===== src/rtl/exec_pkg.sv =====
// Shared definitions for the execute stage: datapath sizes, opcodes, FSM states.
package exec_pkg;

  localparam int unsigned WIDTH   = 16;
  localparam int unsigned SEL_W   = 4;
  localparam int unsigned OP_W    = 4;
  localparam int unsigned SHAMT_W = $clog2(WIDTH);
  localparam int unsigned CNT_W   = $clog2(WIDTH);

  localparam logic [OP_W-1:0] OP_MOV = 4'd0;
  localparam logic [OP_W-1:0] OP_ADD = 4'd1;
  localparam logic [OP_W-1:0] OP_SUB = 4'd2;
  localparam logic [OP_W-1:0] OP_AND = 4'd3;
  localparam logic [OP_W-1:0] OP_OR  = 4'd4;
  localparam logic [OP_W-1:0] OP_XOR = 4'd5;
  localparam logic [OP_W-1:0] OP_NOT = 4'd6;
  localparam logic [OP_W-1:0] OP_SHL = 4'd7;
  localparam logic [OP_W-1:0] OP_SHR = 4'd8;
  localparam logic [OP_W-1:0] OP_MUL = 4'd9;

  typedef enum logic {
    IDLE = 1'b0,
    MUL  = 1'b1
  } state_e;

endpackage


===== src/rtl/exec_if.sv =====
// Issue handshake and write-back bundle between issuer, execute unit and register file.
interface exec_if;
  import exec_pkg::*;

  logic             issue_valid;
  logic             issue_ready;
  logic [OP_W-1:0]  op;
  logic [WIDTH-1:0] a;
  logic [WIDTH-1:0] b;
  logic [SEL_W-1:0] dest;
  logic [WIDTH-1:0] wb_data;
  logic [SEL_W-1:0] wb_dest;
  logic             wb_en;
  logic             flag_z;
  logic             flag_c;
  logic             err;

  modport master (
    output issue_valid, op, a, b, dest,
    input  issue_ready, wb_data, wb_dest, wb_en, flag_z, flag_c, err
  );

  modport slave (
    input  issue_valid, op, a, b, dest,
    output issue_ready, wb_data, wb_dest, wb_en, flag_z, flag_c, err
  );

endinterface


===== src/rtl/exec_alu.sv =====
// Combinational ALU for the single-cycle opcodes, with zero/carry generation.
module exec_alu
  import exec_pkg::*;
(
  input  logic [OP_W-1:0]  op,
  input  logic [WIDTH-1:0] a,
  input  logic [WIDTH-1:0] b,
  output logic [WIDTH-1:0] res_c,
  output logic             carry_c,
  output logic             zero_c,
  output logic             legal_c
);

  logic [WIDTH:0]         sum;
  logic [SHAMT_W-1:0]     shamt;

  assign sum   = (WIDTH+1)'(a) + (WIDTH+1)'(b);
  assign shamt = b[SHAMT_W-1:0];

  // Result mux; MUL and the unused codes are flagged not-legal here, the top decides.
  always_comb begin
    res_c   = '0;
    carry_c = 1'b0;
    legal_c = 1'b1;
    case (op)
      OP_MOV: res_c = a;
      OP_ADD: begin
        res_c   = sum[WIDTH-1:0];
        carry_c = sum[WIDTH];
      end
      OP_SUB: begin
        res_c   = a - b;
        carry_c = (a < b);
      end
      OP_AND: res_c = a & b;
      OP_OR:  res_c = a | b;
      OP_XOR: res_c = a ^ b;
      OP_NOT: res_c = ~a;
      OP_SHL: res_c = a << shamt;
      OP_SHR: res_c = a >> shamt;
      default: legal_c = 1'b0;
    endcase
    zero_c = (res_c == '0);
  end

endmodule


===== src/rtl/exec_unit.sv =====
// Execute stage: issue handshake, write-back registers and iterative shift-add multiplier.
// Define EXEC_MUL_EN to build the multiplier; otherwise opcode 9 is illegal.
module exec_unit
  import exec_pkg::*;
(
  input  logic    clk,
  input  logic    rst,
  exec_if.slave   bus
);

  logic [WIDTH-1:0] wb_data_q, wb_data_d;
  logic [SEL_W-1:0] wb_dest_q, wb_dest_d;
  logic             wb_en_q,   wb_en_d;
  logic             flag_z_q,  flag_z_d;
  logic             flag_c_q,  flag_c_d;
  logic             err_q,     err_d;
  logic             ready_q,   ready_d;
  logic             accept;

  logic [WIDTH-1:0] alu_res;
  logic             alu_c;
  logic             alu_z;
  logic             alu_legal;

`ifdef EXEC_MUL_EN
  state_e           state_q,   state_d;
  logic [WIDTH-1:0] mcand_q,   mcand_d;
  logic [WIDTH-1:0] mplier_q,  mplier_d;
  logic [WIDTH-1:0] acc_q,     acc_d;
  logic [CNT_W-1:0] cnt_q,     cnt_d;
  logic [SEL_W-1:0] dest_pend_q, dest_pend_d;
  logic [WIDTH-1:0] acc_add;
`endif

  exec_alu u_alu (
    .op      (bus.op),
    .a       (bus.a),
    .b       (bus.b),
    .res_c   (alu_res),
    .carry_c (alu_c),
    .zero_c  (alu_z),
    .legal_c (alu_legal)
  );

  assign accept = bus.issue_valid & ready_q;

  // Next-state: write-back on legal single-cycle ops, err on illegal ones, multiply sequencing.
  always_comb begin
    wb_data_d = wb_data_q;
    wb_dest_d = wb_dest_q;
    wb_en_d   = 1'b0;
    flag_z_d  = flag_z_q;
    flag_c_d  = flag_c_q;
    err_d     = 1'b0;
    ready_d   = ready_q;
`ifdef EXEC_MUL_EN
    state_d     = state_q;
    mcand_d     = mcand_q;
    mplier_d    = mplier_q;
    acc_d       = acc_q;
    cnt_d       = cnt_q;
    dest_pend_d = dest_pend_q;
    acc_add     = mplier_q[0] ? (acc_q + mcand_q) : acc_q;

    case (state_q)
      IDLE: begin
        if (accept) begin
          if (bus.op == OP_MUL) begin
            mcand_d     = bus.a;
            mplier_d    = bus.b;
            acc_d       = '0;
            cnt_d       = '0;
            dest_pend_d = bus.dest;
            ready_d     = 1'b0;
            state_d     = MUL;
          end else if (alu_legal) begin
            wb_data_d = alu_res;
            wb_dest_d = bus.dest;
            wb_en_d   = 1'b1;
            flag_z_d  = alu_z;
            flag_c_d  = alu_c;
          end else begin
            err_d = 1'b1;
          end
        end
      end
      MUL: begin
        acc_d    = acc_add;
        mcand_d  = mcand_q << 1;
        mplier_d = mplier_q >> 1;
        cnt_d    = cnt_q + CNT_W'(1);
        // Last iteration: publish the product in the same edge.
        if (cnt_q == CNT_W'(WIDTH-1)) begin
          wb_data_d = acc_add;
          wb_dest_d = dest_pend_q;
          wb_en_d   = 1'b1;
          flag_z_d  = (acc_add == '0);
          flag_c_d  = 1'b0;
          ready_d   = 1'b1;
          state_d   = IDLE;
        end
      end
    endcase
`else
    if (accept) begin
      if (alu_legal) begin
        wb_data_d = alu_res;
        wb_dest_d = bus.dest;
        wb_en_d   = 1'b1;
        flag_z_d  = alu_z;
        flag_c_d  = alu_c;
      end else begin
        err_d = 1'b1;
      end
    end
`endif
  end

  // Write-back and handshake registers.
  always_ff @(posedge clk or posedge rst) begin
    if (rst) begin
      wb_data_q <= '0;
      wb_dest_q <= '0;
      wb_en_q   <= 1'b0;
      flag_z_q  <= 1'b0;
      flag_c_q  <= 1'b0;
      err_q     <= 1'b0;
      ready_q   <= 1'b1;
    end else begin
      wb_data_q <= wb_data_d;
      wb_dest_q <= wb_dest_d;
      wb_en_q   <= wb_en_d;
      flag_z_q  <= flag_z_d;
      flag_c_q  <= flag_c_d;
      err_q     <= err_d;
      ready_q   <= ready_d;
    end
  end

`ifdef EXEC_MUL_EN
  // Multiplier state; reset aborts any operation in flight.
  always_ff @(posedge clk or posedge rst) begin
    if (rst) begin
      state_q     <= IDLE;
      mcand_q     <= '0;
      mplier_q    <= '0;
      acc_q       <= '0;
      cnt_q       <= '0;
      dest_pend_q <= '0;
    end else begin
      state_q     <= state_d;
      mcand_q     <= mcand_d;
      mplier_q    <= mplier_d;
      acc_q       <= acc_d;
      cnt_q       <= cnt_d;
      dest_pend_q <= dest_pend_d;
    end
  end
`endif

  assign bus.issue_ready = ready_q;
  assign bus.wb_data     = wb_data_q;
  assign bus.wb_dest     = wb_dest_q;
  assign bus.wb_en       = wb_en_q;
  assign bus.flag_z      = flag_z_q;
  assign bus.flag_c      = flag_c_q;
  assign bus.err         = err_q;

endmodule


===== src/flat_wrapper.sv =====
// flat-port wrapper written by rule: the top's interface ports become plain ports
module exec_unit_flat import exec_pkg::*;
  (clk, rst, bus_issue_valid, bus_op, bus_a, bus_b, bus_dest, bus_issue_ready, bus_wb_data, bus_wb_dest, bus_wb_en, bus_flag_z, bus_flag_c, bus_err);
  exec_if bus_i ();
  input  logic clk;
  input  logic rst;
  input wire logic [$bits(bus_i.issue_valid)-1:0] bus_issue_valid;
  input wire logic [$bits(bus_i.op)-1:0] bus_op;
  input wire logic [$bits(bus_i.a)-1:0] bus_a;
  input wire logic [$bits(bus_i.b)-1:0] bus_b;
  input wire logic [$bits(bus_i.dest)-1:0] bus_dest;
  output wire logic [$bits(bus_i.issue_ready)-1:0] bus_issue_ready;
  output wire logic [$bits(bus_i.wb_data)-1:0] bus_wb_data;
  output wire logic [$bits(bus_i.wb_dest)-1:0] bus_wb_dest;
  output wire logic [$bits(bus_i.wb_en)-1:0] bus_wb_en;
  output wire logic [$bits(bus_i.flag_z)-1:0] bus_flag_z;
  output wire logic [$bits(bus_i.flag_c)-1:0] bus_flag_c;
  output wire logic [$bits(bus_i.err)-1:0] bus_err;
  assign bus_i.issue_valid = bus_issue_valid;
  assign bus_i.op = bus_op;
  assign bus_i.a = bus_a;
  assign bus_i.b = bus_b;
  assign bus_i.dest = bus_dest;
  assign bus_issue_ready = bus_i.issue_ready;
  assign bus_wb_data = bus_i.wb_data;
  assign bus_wb_dest = bus_i.wb_dest;
  assign bus_wb_en = bus_i.wb_en;
  assign bus_flag_z = bus_i.flag_z;
  assign bus_flag_c = bus_i.flag_c;
  assign bus_err = bus_i.err;
  exec_unit u_core (.clk(clk), .rst(rst), .bus(bus_i));
endmodule

===== config.mk =====
export PLATFORM = sky130hd
export DESIGN_NAME = exec_unit_flat
export DESIGN_NICKNAME = d
export VERILOG_FILES = /design/src/rtl/exec_pkg.sv /design/src/rtl/exec_if.sv /design/src/rtl/exec_alu.sv /design/src/rtl/exec_unit.sv /design/src/flat_wrapper.sv
export SDC_FILE = /design/constraint.sdc
export NUM_CORES = 1
export LEC_CHECK = 0
export CAP_MARGIN = 30
export CORE_MARGIN = 3
export CORE_UTILIZATION = 50
export DETAILED_ROUTE_END_ITERATION = 8
export PLACE_DENSITY = 0.84
export SYNTH_ARGS = -nofsm -noshare
export SYNTH_HDL_FRONTEND = slang
export SYNTH_SLANG_ARGS = --single-unit

===== constraint.sdc =====
create_clock -name clk -period 0.96 [get_ports clk]
set_clock_uncertainty 0.2 [all_clocks]
set_input_delay 0.144 -clock clk [delete_from_list [all_inputs] [get_ports clk]]
set_output_delay 0.144 -clock clk [all_outputs]
set_load 0.05 [all_outputs]

==> impl_metrics.csv, run 1 <==
group,metric,value,unit
status,run_status,"stopped before the end",
status,stop_stage,"4_1_cts",
status,first-error,"[ERROR DPL-0038] Utilization greater than 100%, impossible to legalize",
clock_network,ctsRootBufferMaster,"sky130_fd_sc_hd__clkbuf_8",
synthesis,seq_area_frac_synth,11.6,%
synthesis,synthesis.instances,679,
placement,place_worst_setup_slack,-2.49,ns
floorplan,y_dimension_of_the_die,108,µm
placement,port_buffers,66,
placement,hpwlAfterDp,19200,µm
synthesis,mappedNetlistNets,777,
floorplan,start_util,52.3,%
synthesis,syn_area_cell,7.64,µm²
floorplan,ioPinCount,68,
synthesis,synth.ff_latch_count,24,
clock_network,tritoncts.num_buffers,3,
floorplan,dieWidth,108,µm
synthesis,synth_edf_count,0,
synthesis,synth.lib_cells_used.distinct,78,
synthesis,synthDominantCellAreaShare,12.8,%
synthesis,postSynth.asyncResetShare,100,%
clock_network,cts_post_setup_buffers_inserted,108,
clock_network,cts.hold.buffers_added,0,
clock_network,tritoncts_num_sinks,24,
synthesis,synthesis.area,5190,µm²
synthesis,synthDominantAreaCellType,"sky130_fd_sc_hd__ha_1",
synthesis,yosysWarningCount,0,
floorplan,placement_rows,36,
clock_network,htreeDepth,1,
clock_network,postCtsResizedCells,379,
clock_network,max-clock-path-buffers,2,
synthesis,top_flip_flop_cell_by_instance_count_after_synthesis,"sky130_fd_sc_hd__dfrtp_1",
synthesis,synthTopCellsByArea,"sky130_fd_sc_hd__ha_1 13%, sky130_fd_sc_hd__dfrtp_1 12%, sky130_fd_sc_hd__mux4_2 7.8%",
placement,globalplace.congestion,1.13,
==> synthesized netlist by cell type, drive strengths merged (3+ instances only) <==
library cell / n
nor2: 59
nand2: 55
ha: 53
inv: 53
clkbuf: 41
o21ai: 39
a21oi: 38
nor3: 27
dfrtp: 24
a211oi: 22
mux4: 20
buf: 16
mux2i: 13
a221oi: 11
mux2: 11
o211ai: 10
a31oi: 9
nand2b: 9
o21a: 8
o21bai: 8
o221ai: 8
a211o: 7
a22oi: 7
a2bb2oi: 7
nor2b: 7
nor4: 7
o22ai: 7
o31ai: 7
or3: 7
a2111oi: 6
a21o: 6
and2: 5
nand3: 5
a221o: 4
nor4b: 4
o31a: 4
a21boi: 3
nand4: 3
nor3b: 3
o221a: 3
o2bb2ai: 3
o32ai: 3
o41ai: 3
or4b: 3
==> logic make-up after synthesis <==
kind of cell	share of synthesized area [%]
buffers and inverters	8.56
AOI/OAI and AO/OA	32.6
adders and majority gates	13.6
other	0.0723
and+or+nand+nor	19.8
muxes	13.7
DFF	11.6
xor gates and xnor gates	0.169
==> metrics by stage <==
stage                     util [%]  instances  setup TNS [ns]  instance area, µm²  hold slack (ns)
after floorplan                  -        679          -25.96                5590          -0.0414
after global placement        81.3       1058          -43.19                8060            0.285
after detailed placement      81.3       1058          -45.67                8060            0.316
==> inputs of run 2 (changes only) <==
- CORE_UTILIZATION: 50 -> 35
- PLACE_DENSITY: 0.84 -> default
- PLACE_DENSITY_LB_ADDON: default -> 0.15
- clock period: 0.96 -> 1.25 ns (I/O delays scaled with it)
==> run 2 against run 1 <==
The flow now finishes, with violations (setup timing). Synthesized cell count is the same. Synthesized area did not move.
==> impl_metrics.csv, run 2 <==
group,metric,value,unit
finish,postLayoutCoreUtil,76.7,%
critical_path,worstPathArrival,2.93,ns
timing,final-setup-viol-count,22,
synthesis,mappedNetlistNets,777,
critical_path,cp-end-kind,"register",
finish,layout_commonest_cell,"sky130_fd_sc_hd__buf_4",
critical_path,critical_path.cell_chain,"buf_12 -> buf_12 -> buf_12 -> clkinv_8 -> ha_4 -> or3b_1 -> o211ai_1 -> a31oi_2 -> a311o_1 -> nor4_2 -> nand3_1 -> nor4_2 -> nand4b_1 -> o41ai_2",
synthesis,synthTopCellsByArea,"sky130_fd_sc_hd__ha_1 13%, sky130_fd_sc_hd__dfrtp_1 12%, sky130_fd_sc_hd__mux4_2 7.8%",
route,routed_wirelength,31900,µm
timing,tightestPinTransition,0.678,ns
clock_network,tritoncts_num_sinks,24,
timing,finalHoldWorstSlack,0.0529,ns
status,violations,"setup timing",
clock_network,clk_transition_reported_paths,0.06,ns
synthesis,synth_edf_count,0,
synthesis,synthDominantCellAreaShare,12.8,%
synthesis,synth.ff_latch_count,24,
global_route,groute.usage.overall,34.3,%
critical_path,timing.critical_path.from_type,"input pin",
run,maxCapViolCount,0,
clock_network,clock_insertion_delay_worst_skew,0.27,ns
finish,antenna_diode_count,0,
synthesis,synthesis.instances,679,
min_path,hp-class,"input pin to asynchronous set/reset pin",
clock_network,htreeDepth,1,
synthesis,synth_most_common_cell,"sky130_fd_sc_hd__nor2_1",
synthesis,seq_area_frac_synth,11.6,%
global_route,vias_in_the_first_global_route,7575,
pwr,internal_power,4.38,mW
finish,areaGrowthSynthToFinish,110,%
timing,grt_setup_unrepaired,"true",
floorplan,placement_rows,43,
pwr,combPwrFrac,73.9,%
clock_network,tritoncts.num_buffers,3,
finish,final_nets,1170,
route,dr.pass1.iters,6,
pwr,cellLeakagePower,4.81,nW
floorplan,y_dimension_of_the_die,128,µm
clock_network,ctsRootBufferMaster,"sky130_fd_sc_hd__clkbuf_16",
pwr,pwr-share-clk,12.2,%
clock_network,tritoncts_clock_tree,"built",
global_route,globalRouteOverflowTotal,0,
critical_path,rrSetupSlack,0.24,ns
timing,fin_crit_sh,237,%
finish,layout_common_cells,"288 x sky130_fd_sc_hd__buf_4, 75 x sky130_fd_sc_hd__buf_6, 45 x sky130_fd_sc_hd__nor2_1",
pwr,power.density,698,nW/µm²
clock_network,max-clock-path-buffers,2,
pwr,power,7.61,mW
placement,globalplace.congestion,1.06,
route,wl_per_cell,25.5,µm
critical_path,worstPathMaxFanout,5,
global_route,grt_first_pass_wirelength,43900,µm
placement,dp_cells,1147,
timing,period_needed,2.96,ns
synthesis,postSynth.asyncResetShare,100,%
critical_path,path_class,"input pin to register",
global_route,grt_start_max_net_pins,30,
floorplan,die_area,16300,µm²
pwr,share_seq_of_total_power,13.9,%
critical_path,worst_path_largest_cell_delay,0.41,ns
finish,largest_reg_flops,16,
route,drc,0,
floorplan,ioPinCount,68,
timing,hold_viol,0,
route,vias_per_cell,6.23,
timing,slew_violations,0,
status,run_status,"finished, violations left",
synthesis,yosysWarningCount,0,
route,ant_nets,0,
floorplan,start_util,36.5,%
synthesis,syn_area_cell,7.64,µm²
floorplan,dieWidth,128,µm
finish,fillCellCount,951,
route,first_iter_violations,741,
floorplan,placeableCoreArea,14200,µm²
critical_path,critical_path.most_common_cell,"sky130_fd_sc_hd__buf_12",
synthesis,top_flip_flop_cell_by_instance_count_after_synthesis,"sky130_fd_sc_hd__dfrtp_1",
synthesis,synth_top_cells_by_count,"59 x sky130_fd_sc_hd__nor2_1, 55 x sky130_fd_sc_hd__nand2_1, 53 x sky130_fd_sc_hd__ha_1",
critical_path,critical_path.reg2reg.startpoint,"u_core.bus.flag_z",
finish,drive_gt1_share,60.6,%
timing,maxSlewHeadroom,54.5,%
pwr,power.switching_fraction,42.4,%
synthesis,synthesis.area,5190,µm²
critical_path,critPathSlowestCell,"sky130_fd_sc_hd__or3b_1",
global_route,grt_antenna_before_repair,0,
placement,port_buffers,66,
placement,hpwlAfterDp,21000,µm
timing,fmax,338,MHz
finish,final_cell_count_no_fill,1251,
critical_path,timing.reg2reg.worst_path_depth,3,
pwr,switchingPower,3.23,mW
critical_path,critical_path_required,1.22,ns
synthesis,synthDominantAreaCellType,"sky130_fd_sc_hd__ha_1",
pwr,peakVddDrop,652,µV
route,vias_after_detailed_routing,7788,
synthesis,synth.lib_cells_used.distinct,78,
timing,timing.final.ws_setup,-1.71,ns
critical_path,critical_path.reg2reg.endpoint,"u_core.bus.flag_z",
[run 2: cell counts after synthesis]
Identical to the previous run, type by type.
[run 2: timing repair]
item,4_1_cts,5_1_grt
hold buffers,0,0
endpoints found under the setup margin,25,28
setup buffers,66,41
pin swaps,89,66
cloned,4,1
gates resized for setup,335,122
[run 2: area by class of cell]
class | instances | area, µm² | area share (%)
Multi-Input combinational cell | 544 | 5390 | 49.5
Timing Repair Buffer | 445 | 4300 | 39.5
Inverter | 54 | 267 | 2.45
Clock buffer | 3 | 75.1 | 0.689
Clock inverter | 1 | 30.0 | 0.276
Sequential cell | 24 | 601 | 5.52
Tap cell | 180 | 225 | 2.07
[run 2: metrics by stage]
step / setup TNS (ns) / setup slack, ns / instance area [µm²]
after floorplan: -20.05 / -1.45 / 5590
after global placement: -41.41 / -2.68 / 8380
after detailed placement: -41.75 / -2.66 / 8390
after CTS: -21.84 / -1.61 / 10100
after global routing: -24.15 / -1.79 / 10900
final: -23.28 / -1.71 / 10900
[run 2: worst max-delay path by stage]
| stage | from | to | slack [ns] |
|---|---|---|---|
| 2_1_floorplan | bus_b[2] | u_core.bus.flag_z | -1.45 |
| 3_3_place_gp | bus_a[1] | u_core.bus.flag_z | -2.68 |
| 3_5_place_dp | bus_a[1] | u_core.bus.flag_z | -2.66 |
| 4_1_cts | bus_a[6] | u_core.bus.flag_z | -1.61 |
| 5_1_grt | bus_b[0] | u_core.bus.flag_z | -1.79 |
| 6_report | bus_b[0] | u_core.bus.flag_z | -1.71 |
[run 2: power by group through the flow]
stage | clock, mW | sequential [mW] | combinational (mW)
2_1_floorplan | 0 | 1.45 | 1.59
3_3_place_gp | 0 | 1.07 | 4.12
3_5_place_dp | 0 | 1.07 | 4.16
4_1_cts | 0.948 | 1.06 | 4.94
5_1_grt | 0.972 | 1.07 | 5.82
6_report | 0.931 | 1.05 | 5.62
[run 2: kinds of logic (layout without fill, tap and decap cells)]
group	after synthesis	after routing	share of synthesized area, %
AO/OA/AOI/OAI	235	235	32.6
XOR/XNOR	1	1	0.169
adder cells (fa/ha/maj)	55	55	13.6
buffers and inverters	111	503	8.56
flip-flops	24	24	11.6
multiplexers	44	44	13.7
other	1	1	0.0723
AND/OR/NAND/NOR	208	208	19.8
[run 2: routing by layer]
metal / global-route usage (%) / part of all wire (%) / wire length (µm) / vias up
li1: - / - / - / 3350
met2: 60.0 / 47 / 15000 / 556
met3: 2.96 / 8.4 / 2690 / 162
met1: 43.6 / 37 / 11900 / 3720
met4: 13.5 / 7.0 / 2230 / 0
met5: 0 / 0 / 0 / -
[run 2: worst max-delay path: cells and delay by family]
kind	cells	cell delay, ns
simple gates	5	1.11
compound gates	4	1.01
buf+inv	4	0.42
fa+ha+maj	1	0.19
Note: power is estimated with default switching activity, not from simulation.
==> inputs of run 3 (changes only) <==
- CORE_UTILIZATION: 35 -> 55
==> run 3 against run 2 <==
The flow now stops in 4_1_cts. Synthesized cell count unchanged. Synthesized area unchanged.
==> impl_metrics.csv, run 3 <==
group,metric,value,unit
status,run_status,"stopped before the end",
status,stop_stage,"4_1_cts",
status,first-error,"[ERROR DPL-0038] Utilization greater than 100%, impossible to legalize",
synthesis,synth_edf_count,0,
synthesis,synth.ff_latch_count,24,
clock_network,htreeDepth,1,
synthesis,postSynth.asyncResetShare,100,%
floorplan,y_dimension_of_the_die,103,µm
floorplan,dieWidth,103,µm
placement,globalplace.congestion,1.20,
clock_network,tritoncts_num_sinks,24,
synthesis,synthesis.area,5190,µm²
clock_network,cts_post_setup_buffers_inserted,90,
synthesis,synth_most_common_cell,"sky130_fd_sc_hd__nor2_1",
synthesis,seq_area_frac_synth,11.6,%
synthesis,synthesis.instances,679,
clock_network,postCtsResizedCells,381,
synthesis,synthDominantCellAreaShare,12.8,%
floorplan,placement_rows,34,
synthesis,synth.lib_cells_used.distinct,78,
clock_network,max-clock-path-buffers,2,
floorplan,ioPinCount,68,
synthesis,synth_top_cells_by_count,"59 x sky130_fd_sc_hd__nor2_1, 55 x sky130_fd_sc_hd__nand2_1, 53 x sky130_fd_sc_hd__ha_1",
placement,postPlaceCellArea,8220,µm²
synthesis,mappedNetlistNets,777,
placement,hpwlAfterDp,21900,µm
synthesis,synthTopCellsByArea,"sky130_fd_sc_hd__ha_1 13%, sky130_fd_sc_hd__dfrtp_1 12%, sky130_fd_sc_hd__mux4_2 7.8%",
synthesis,yosysWarningCount,0,
placement,port_buffers,66,
synthesis,syn_area_cell,7.64,µm²
clock_network,ctsRootBufferMaster,"sky130_fd_sc_hd__clkbuf_8",
clock_network,cts.hold.buffers_added,0,
synthesis,synthDominantAreaCellType,"sky130_fd_sc_hd__ha_1",
clock_network,tritoncts.num_buffers,3,
synthesis,top_flip_flop_cell_by_instance_count_after_synthesis,"sky130_fd_sc_hd__dfrtp_1",
floorplan,start_util,58.1,%
-- run 3: cell counts after synthesis --
Identical to the previous run, type by type.
-- run 3: stage by stage --
step / std cells / worst slack, ns / util (%) / setup TNS, ns
3_3_place_gp: 1057 / -2.40 / 92.0 / -39.97
3_5_place_dp: 1058 / -2.54 / 92.0 / -41.38
2_1_floorplan: 679 / -1.45 / - / -20.05
-- run 3: cell families after synthesis --
group / count (synthesis) / share of synthesized area [%]
and+or+nand+nor: 208 / 19.8
xor gates and xnor gates: 1 / 0.169
muxes: 44 / 13.7
other: 1 / 0.0723
buffers and inverters: 111 / 8.56
AOI/OAI and AO/OA: 235 / 32.6
DFF: 24 / 11.6
adders and majority gates: 55 / 13.6
